--- config.mk ---
export PLATFORM = sky130hd
export DESIGN_NAME = delay_sched
export DESIGN_NICKNAME = d
export VERILOG_FILES = /design/src/rtl/delay_sched.sv
export SDC_FILE = /design/constraint.sdc
export NUM_CORES = 1
export LEC_CHECK = 0
export ABC_AREA = 1
export CORE_AREA = 2 2 77 79
export DETAILED_ROUTE_END_ITERATION = 16
export DIE_AREA = 0 0 79 81
export DONT_BUFFER_PORTS = 1
export PLACE_DENSITY_LB_ADDON = 0.12
export SLEW_MARGIN = 10
export SYNTH_ARGS = -nofsm -noshare
export SYNTH_HDL_FRONTEND = slang
export SYNTH_SLANG_ARGS = --single-unit
--- constraint.sdc ---
create_clock -name clk -period 6.1 [get_ports clk]
set_clock_uncertainty 0.2 [all_clocks]
set_input_delay 0.61 -clock clk [delete_from_list [all_inputs] [get_ports clk]]
set_output_delay 0.61 -clock clk [all_outputs]
set_load 0.01 [all_outputs]
--- src/rtl/delay_sched.sv ---
// delay_sched: two-requester front end for an external tapped delay line.
// Arbitrates req0/req1 round-robin into the delay line input, tracks each
// word's requester through a tag pipeline that mirrors the delay line, and
// retargets the tap position only after the line has drained empty.
//
// Ports
//   clk, reset          : clock, asynchronous active-low reset
//   req{0,1}_valid/data : requester words offered
//   req{0,1}_ready      : grant; transfer when valid && ready
//   cfg_valid/cfg_pos   : tap-position change request (handshake on cfg_ready)
//   cfg_done, cfg_err   : one-cycle completion / rejection pulses
//   dl_data_in          : word written into the delay line (0 when idle)
//   dl_in_pos           : delay line tap position (latency in cycles)
//   dl_data_out         : delay line output word
//   out_valid/id/data   : delayed word, its requester and its data
//   inflight            : words currently inside the delay line
//
// DEPTH must be in 2..255 so stage indices and positions fit in 8 bits.

module delay_sched #(
  parameter int unsigned DEPTH = 8,
  parameter int unsigned WIDTH = 32
) (
  input  logic             clk,
  input  logic             reset,
  input  logic             req0_valid,
  input  logic [WIDTH-1:0] req0_data,
  output logic             req0_ready,
  input  logic             req1_valid,
  input  logic [WIDTH-1:0] req1_data,
  output logic             req1_ready,
  input  logic             cfg_valid,
  input  logic [7:0]       cfg_pos,
  output logic             cfg_ready,
  output logic             cfg_done,
  output logic             cfg_err,
  output logic [WIDTH-1:0] dl_data_in,
  output logic [7:0]       dl_in_pos,
  input  logic [WIDTH-1:0] dl_data_out,
  output logic             out_valid,
  output logic             out_id,
  output logic [WIDTH-1:0] out_data,
  output logic [7:0]       inflight
);

  localparam int unsigned PW = 8;

  typedef enum logic [1:0] {
    RUN   = 2'd0,
    DRAIN = 2'd1,
    APPLY = 2'd2
  } state_t;

  state_t          state_q, state_d;
  logic            last_q;        // 1: req1 was granted last
  logic [PW-1:0]   pos_q;
  logic [PW-1:0]   pend_q;
  logic [PW-1:0]   inflight_q;
  logic            done_q, err_q;
  logic [DEPTH-1:0] tag_vld_q, tag_id_q;
  logic [DEPTH-1:0] tag_vld_d, tag_id_d;

  logic            cfg_legal;
  logic            arb_en;
  logic            pend_ld;
  logic            err_d, done_d;
  logic            gnt0, gnt1, xfer;
  logic [PW-1:0]   ins_idx;

  // Legal tap positions are 1..DEPTH; compare one bit wider to cover DEPTH=255.
  assign cfg_legal = (cfg_pos != '0) && ({1'b0, cfg_pos} <= 9'(DEPTH));

  // Next-state and control decode.
  always_comb begin
    state_d = state_q;
    arb_en  = 1'b0;
    pend_ld = 1'b0;
    err_d   = 1'b0;
    done_d  = 1'b0;
    case (state_q)
      RUN: begin
        if (cfg_valid) begin
          if (cfg_legal) begin
            pend_ld = 1'b1;
            state_d = DRAIN;
          end else begin
            err_d = 1'b1;
          end
        end else begin
          arb_en = 1'b1;
        end
      end
      DRAIN: begin
        // Line is empty: the tap may move without corrupting any word.
        if (inflight_q == '0) begin
          state_d = APPLY;
          done_d  = 1'b1;
        end
      end
      APPLY: begin
        state_d = RUN;
      end
      default: begin
        state_d = RUN;
      end
    endcase
  end

  // State register.
  always_ff @(posedge clk or negedge reset) begin
    if (!reset) begin
      state_q <= RUN;
    end else begin
      state_q <= state_d;
    end
  end

  // Round-robin grant; uses only valids, state and pointer. Gated by reset so
  // nothing is granted while reset is held.
  assign gnt0 = reset & arb_en & req0_valid & (~req1_valid | last_q);
  assign gnt1 = reset & arb_en & req1_valid & (~req0_valid | ~last_q);
  assign xfer = gnt0 | gnt1;

  assign req0_ready = gnt0;
  assign req1_ready = gnt1;
  assign cfg_ready  = (state_q == RUN);

  assign dl_data_in = gnt0 ? req0_data :
                      gnt1 ? req1_data : '0;

  // Tag insertion point matches the delay line tap: DEPTH - dl_in_pos.
  assign ins_idx = PW'(DEPTH) - pos_q;

  // Tag pipeline: shift toward the output, overwrite the insertion stage.
  always_comb begin
    tag_vld_d = {tag_vld_q[DEPTH-2:0], 1'b0};
    tag_id_d  = {tag_id_q[DEPTH-2:0], 1'b0};
    for (int unsigned i = 0; i < DEPTH; i++) begin
      if (ins_idx == PW'(i)) begin
        tag_vld_d[i] = xfer;
        tag_id_d[i]  = gnt1;
      end
    end
  end

  // Datapath registers.
  always_ff @(posedge clk or negedge reset) begin
    if (!reset) begin
      last_q     <= 1'b1;
      pos_q      <= PW'(1);
      pend_q     <= PW'(1);
      inflight_q <= '0;
      done_q     <= 1'b0;
      err_q      <= 1'b0;
      tag_vld_q  <= '0;
      tag_id_q   <= '0;
    end else begin
      tag_vld_q <= tag_vld_d;
      tag_id_q  <= tag_id_d;
      done_q    <= done_d;
      err_q     <= err_d;
      if (xfer) begin
        last_q <= gnt1;
      end
      if (pend_ld) begin
        pend_q <= cfg_pos;
      end
      if (state_q == APPLY) begin
        pos_q <= pend_q;
      end
      case ({xfer, tag_vld_q[DEPTH-1]})
        2'b10:   inflight_q <= inflight_q + PW'(1);
        2'b01:   inflight_q <= inflight_q - PW'(1);
        default: inflight_q <= inflight_q;
      endcase
    end
  end

  assign out_valid = tag_vld_q[DEPTH-1];
  assign out_id    = tag_id_q[DEPTH-1];
  assign out_data  = tag_vld_q[DEPTH-1] ? dl_data_out : '0;
  assign dl_in_pos = pos_q;
  assign inflight  = inflight_q;
  assign cfg_done  = done_q;
  assign cfg_err   = err_q;

endmodule

==> flow_summary_export.csv <==
group,metric,value,unit
layout,number_of_antenna_cells_inserted,0,
global_routing,grt_overflow,0,
sta,setup_total_negative_slack,0,ns
placed_design,port_buffers,0,
pwr,power.density,365,nW/um^2
yosys,syn_area_per_cell,7.53,sq um
placed_design,post-dp-hpwl,6240,um
global_routing,grt_use_met2,0.367,
run,timing.max_cap.violations,0,
yosys,synth.top_cell.area_share,0.366,
worst_setup_path,worstSetupPathType,"reg2reg",
clock_network,cts-root-buf,"sky130_fd_sc_hd__clkbuf_8",
sta,slew_headroom,0.308,
sta,final-hold-violation-count,0,
worst_setup_path,slowest_stage,"sky130_fd_sc_hd__dfrtp_1",
worst_setup_path,critical-path-top-delay-family,"simple AND/OR/NAND/NOR gates",
clock_network,cts_inserted_buffers,5,
hold_path,holdCritPathClass,"in2reg",
yosys,cell_type_contributing_the_most_total_cell_area_after_synthesis,"sky130_fd_sc_hd__dfrtp_1",
pwr,power.share.combinational,0.338,
placed_design,gpl.final_weighted_congestion,0.937,
sta,slew_viol_final,0,
sta,timing_worst_slew_pin_value,1.04,ns
worst_setup_path,critical-path-max-stage-delay,0.44,ns
worst_setup_path,crit_required,6.09,ns
die,fp.dieArea,6400,sq um
worst_setup_path,end_kind,"flop",
pwr,power.internal,0.658,mW
global_routing,grt_util_met3,0.0533,
global_routing,grt_antenna_before_repair,0,
yosys,postSynthCellCount,381,
clock_network,cts_tree,"yes",
layout,area_delta_synth_final,6.58,%
routing,detailedRoute.firstIterationViolations,142,
sta,unrepaired_setup_endpoints_after_global_routing,"no",
yosys,top_area_cells_in_the_synthesized_netlist,"sky130_fd_sc_hd__dfrtp_1 37%, sky130_fd_sc_hd__nand2_1 15%, sky130_fd_sc_hd__a22o_1 9.8%",
yosys,synth.most_common_cell,"sky130_fd_sc_hd__nand2_1",
placed_design,dp_slack,2.79,ns
worst_setup_path,critical_path.max_fanout,34,
yosys,number_of_flops_mapped_to_enable_cells_by_yosys,0,
layout,final_layout_size_suffix_gt1_frac,0.0950,
global_routing,globalRoute.busiestLayer,"met2",
yosys,ys_seq_area_frac,0.394,
pwr,power.static_leakage,1.72,nW
routing,via_per_inst,5.44,
clock_network,postCtsResizedCells,0,
sta,fmaxAchievable,311,MHz
worst_setup_path,crit_path_cell_trace,"nor2_4, inv_2, nor2_4, nand2_2, nor2_8, nor2_4, ha_1, inv_1, nand2_1, nand2_1, inv_1, ha_1, o21bai_1, nand3_1, nand3_1, nand3_1, nand2_1",
pwr,power.switching_fraction,0.410,
yosys,most_frequent_cells_after_synthesis,"118 x sky130_fd_sc_hd__nand2_1, 61 x sky130_fd_sc_hd__inv_1, 42 x sky130_fd_sc_hd__dfrtp_1",
pwr,power.switching,0.458,mW
sta,setup_viol,0,
sta,worst_slack,2.88,ns
die,initial_util,0.506,
clock_network,cts-root-to-sink-buffers,2,
sta,crit_share_post_route,0.528,
clock_network,htreeDepth,2,
die,core,5680,sq um
yosys,synth.yosys.warnings,0,
routing,drt_drc_violations_left,0,
yosys,synth_cell_types,38,
yosys,synthesis.area,2870,sq um
yosys,synthArstFlopShare,1.00,
yosys,synth_fp_nets,493,
worst_setup_path,critical_path.n_buffers_inverters,3,
pwr,clockPowerShare,0.240,
clock_network,path_clk_slew,0.09,ns
die,ioPinCount,196,
global_routing,grt_pass1_wl,11300,um
routing,wire_per_inst,17.2,um
routing,dr_total_vias,2472,
die,core.rowCount,28,
pwr,peakVddDrop,217,uV
routing,drt_first_pass_iters,4,
global_routing,grt_use_total,0.232,
global_routing,via_count_of_the_first_global_routing_pass,2150,
clock_network,cts_sinks,45,
global_routing,grt_use_met1,0.329,
routing,drt_wl_total,7810,um
yosys,yosys_register_bits,45,
layout,num-fill-cells,545,
worst_setup_path,timing.critical_path.from_type,"flop",
layout,num-nets-final,490,
worst_setup_path,worst-endpoint-arrival,3.20,ns
global_routing,largest_net_degree_at_the_start_of_global_routing,46,
sta,finalCriticalPeriod,3.22,ns
clock_network,insertion_delay_to_the_later_sink_of_the_worst_skew_pair,0.30,ns
routing,drtAntennaViolNets,0,
run_status,outcome,"finished clean",
pwr,p_seq_frac,0.421,
die,die_outline_height,81,um
die,chip_width,79,um
yosys,yosys_most_used_dff,"sky130_fd_sc_hd__dfrtp_1",
repair_timing:
item,4_1_cts,5_1_grt
hold endpoints to repair,45,0
setup buffers,0,0
hold buffers,2,0
area by class of cell:
class	instances	area, sq um	share of cell area
multi-input combinational	257	1400	0.458
sequential	45	1130	0.369
inverter	67	259	0.0847
tap	75	93.8	0.0307
clock buffer	5	68.8	0.0225
clock inverter	3	68.8	0.0225
timing repair buffer	2	37.5	0.0123
final timing paths:
| check | to | cells past startpoint | start | slack [ns] |
|---|---|---|---|---|
| max reg2reg | inflight[6]$_DFFE_PN0P_ | 17 | state_q[1]$_DFFE_PN0P_ | 2.88 |
| min | pend_q[3]$_DFFE_PN0P_ | 2 | cfg_pos[3] | 0.22 |
| min in group asynchronous | pend_q[7]$_DFFE_PN0P_ | 2 | reset | 0.62 |
| max | inflight[6]$_DFFE_PN0P_ | 17 | state_q[1]$_DFFE_PN0P_ | 2.88 |
| max in group asynchronous | last_q$_DFFE_PN1P_ | 2 | reset | 4.80 |
| min reg2reg | tag_vld_q[3]$_DFF_PN0_ | 2 | tag_vld_q[2]$_DFF_PN0_ | 0.26 |
per-layer routing:
metal	up-vias	part of all wire
li1	1209	-
met4	0	0.0035
met1	1152	0.44
met3	2	0.074
met2	109	0.48
met5	-	0
power groups by stage:
stage,registers [mW],logic (mW),clock network (mW)
after CTS,0.470,0.378,0.274
after global placement,0.476,0.363,0
after detailed placement,0.475,0.367,0
after global routing,0.481,0.429,0.285
after floorplan,0.449,0.315,0
final,0.470,0.378,0.268
logic make-up after synthesis:
family                   count (synthesis)  synth area share
AO/OA/AOI/OAI                           75             0.185
XOR/XNOR                                 3           0.00916
adder cells (fa/ha/maj)                  3            0.0131
buffers and inverters                   79             0.118
flip-flops                              45             0.394
AND/OR/NAND/NOR                        176             0.281
cell usage in the layout, fill, tap and decap left out, types with 2 or more instances in the layout:
cell type | synthesis | routed
sky130_fd_sc_hd__a21oi_1 | 9 | 9
sky130_fd_sc_hd__a22o_1 | 32 | 32
sky130_fd_sc_hd__bufinv_16 | 0 | 2
sky130_fd_sc_hd__clkbuf_8 | 0 | 5
sky130_fd_sc_hd__clkinv_1 | 2 | 2
sky130_fd_sc_hd__dfrtp_1 | 42 | 42
sky130_fd_sc_hd__dfstp_2 | 3 | 3
sky130_fd_sc_hd__ha_1 | 3 | 3
sky130_fd_sc_hd__inv_1 | 61 | 61
sky130_fd_sc_hd__inv_2 | 2 | 2
sky130_fd_sc_hd__nand2_1 | 118 | 118
sky130_fd_sc_hd__nand2_2 | 2 | 2
sky130_fd_sc_hd__nand3_1 | 14 | 14
sky130_fd_sc_hd__nand3_2 | 5 | 5
sky130_fd_sc_hd__nand3b_2 | 2 | 2
sky130_fd_sc_hd__nor2_1 | 19 | 19
sky130_fd_sc_hd__nor2_4 | 4 | 4
sky130_fd_sc_hd__nor3_1 | 4 | 4
sky130_fd_sc_hd__o21ai_0 | 7 | 7
sky130_fd_sc_hd__o21ai_1 | 21 | 21
sky130_fd_sc_hd__or2_1 | 3 | 3
sky130_fd_sc_hd__xnor2_1 | 2 | 2
stage by stage:
stage	cells	hold slack, ns	power [mW]	instance area, sq um	utilization
final	454	0.221	1.12	3060	0.539
after global routing	454	0.236	1.20	3060	0.539
after CTS	454	0.211	1.12	3060	0.539
after detailed placement	444	0.115	0.843	2880	0.508
after global placement	444	0.115	0.839	2880	0.508
after floorplan	381	0.114	0.763	2870	-
flip-flops by register name, indices dropped and copies added (netlist names):
register and flops:
state_q 2, dl_in_pos 8, tag_vld_q 8, last_q 1, tag_id_q 8, pend_q 8, inflight 8, cfg_err 1
cfg_done 1
No activity file was read; power rests on OpenSTA's default activity.
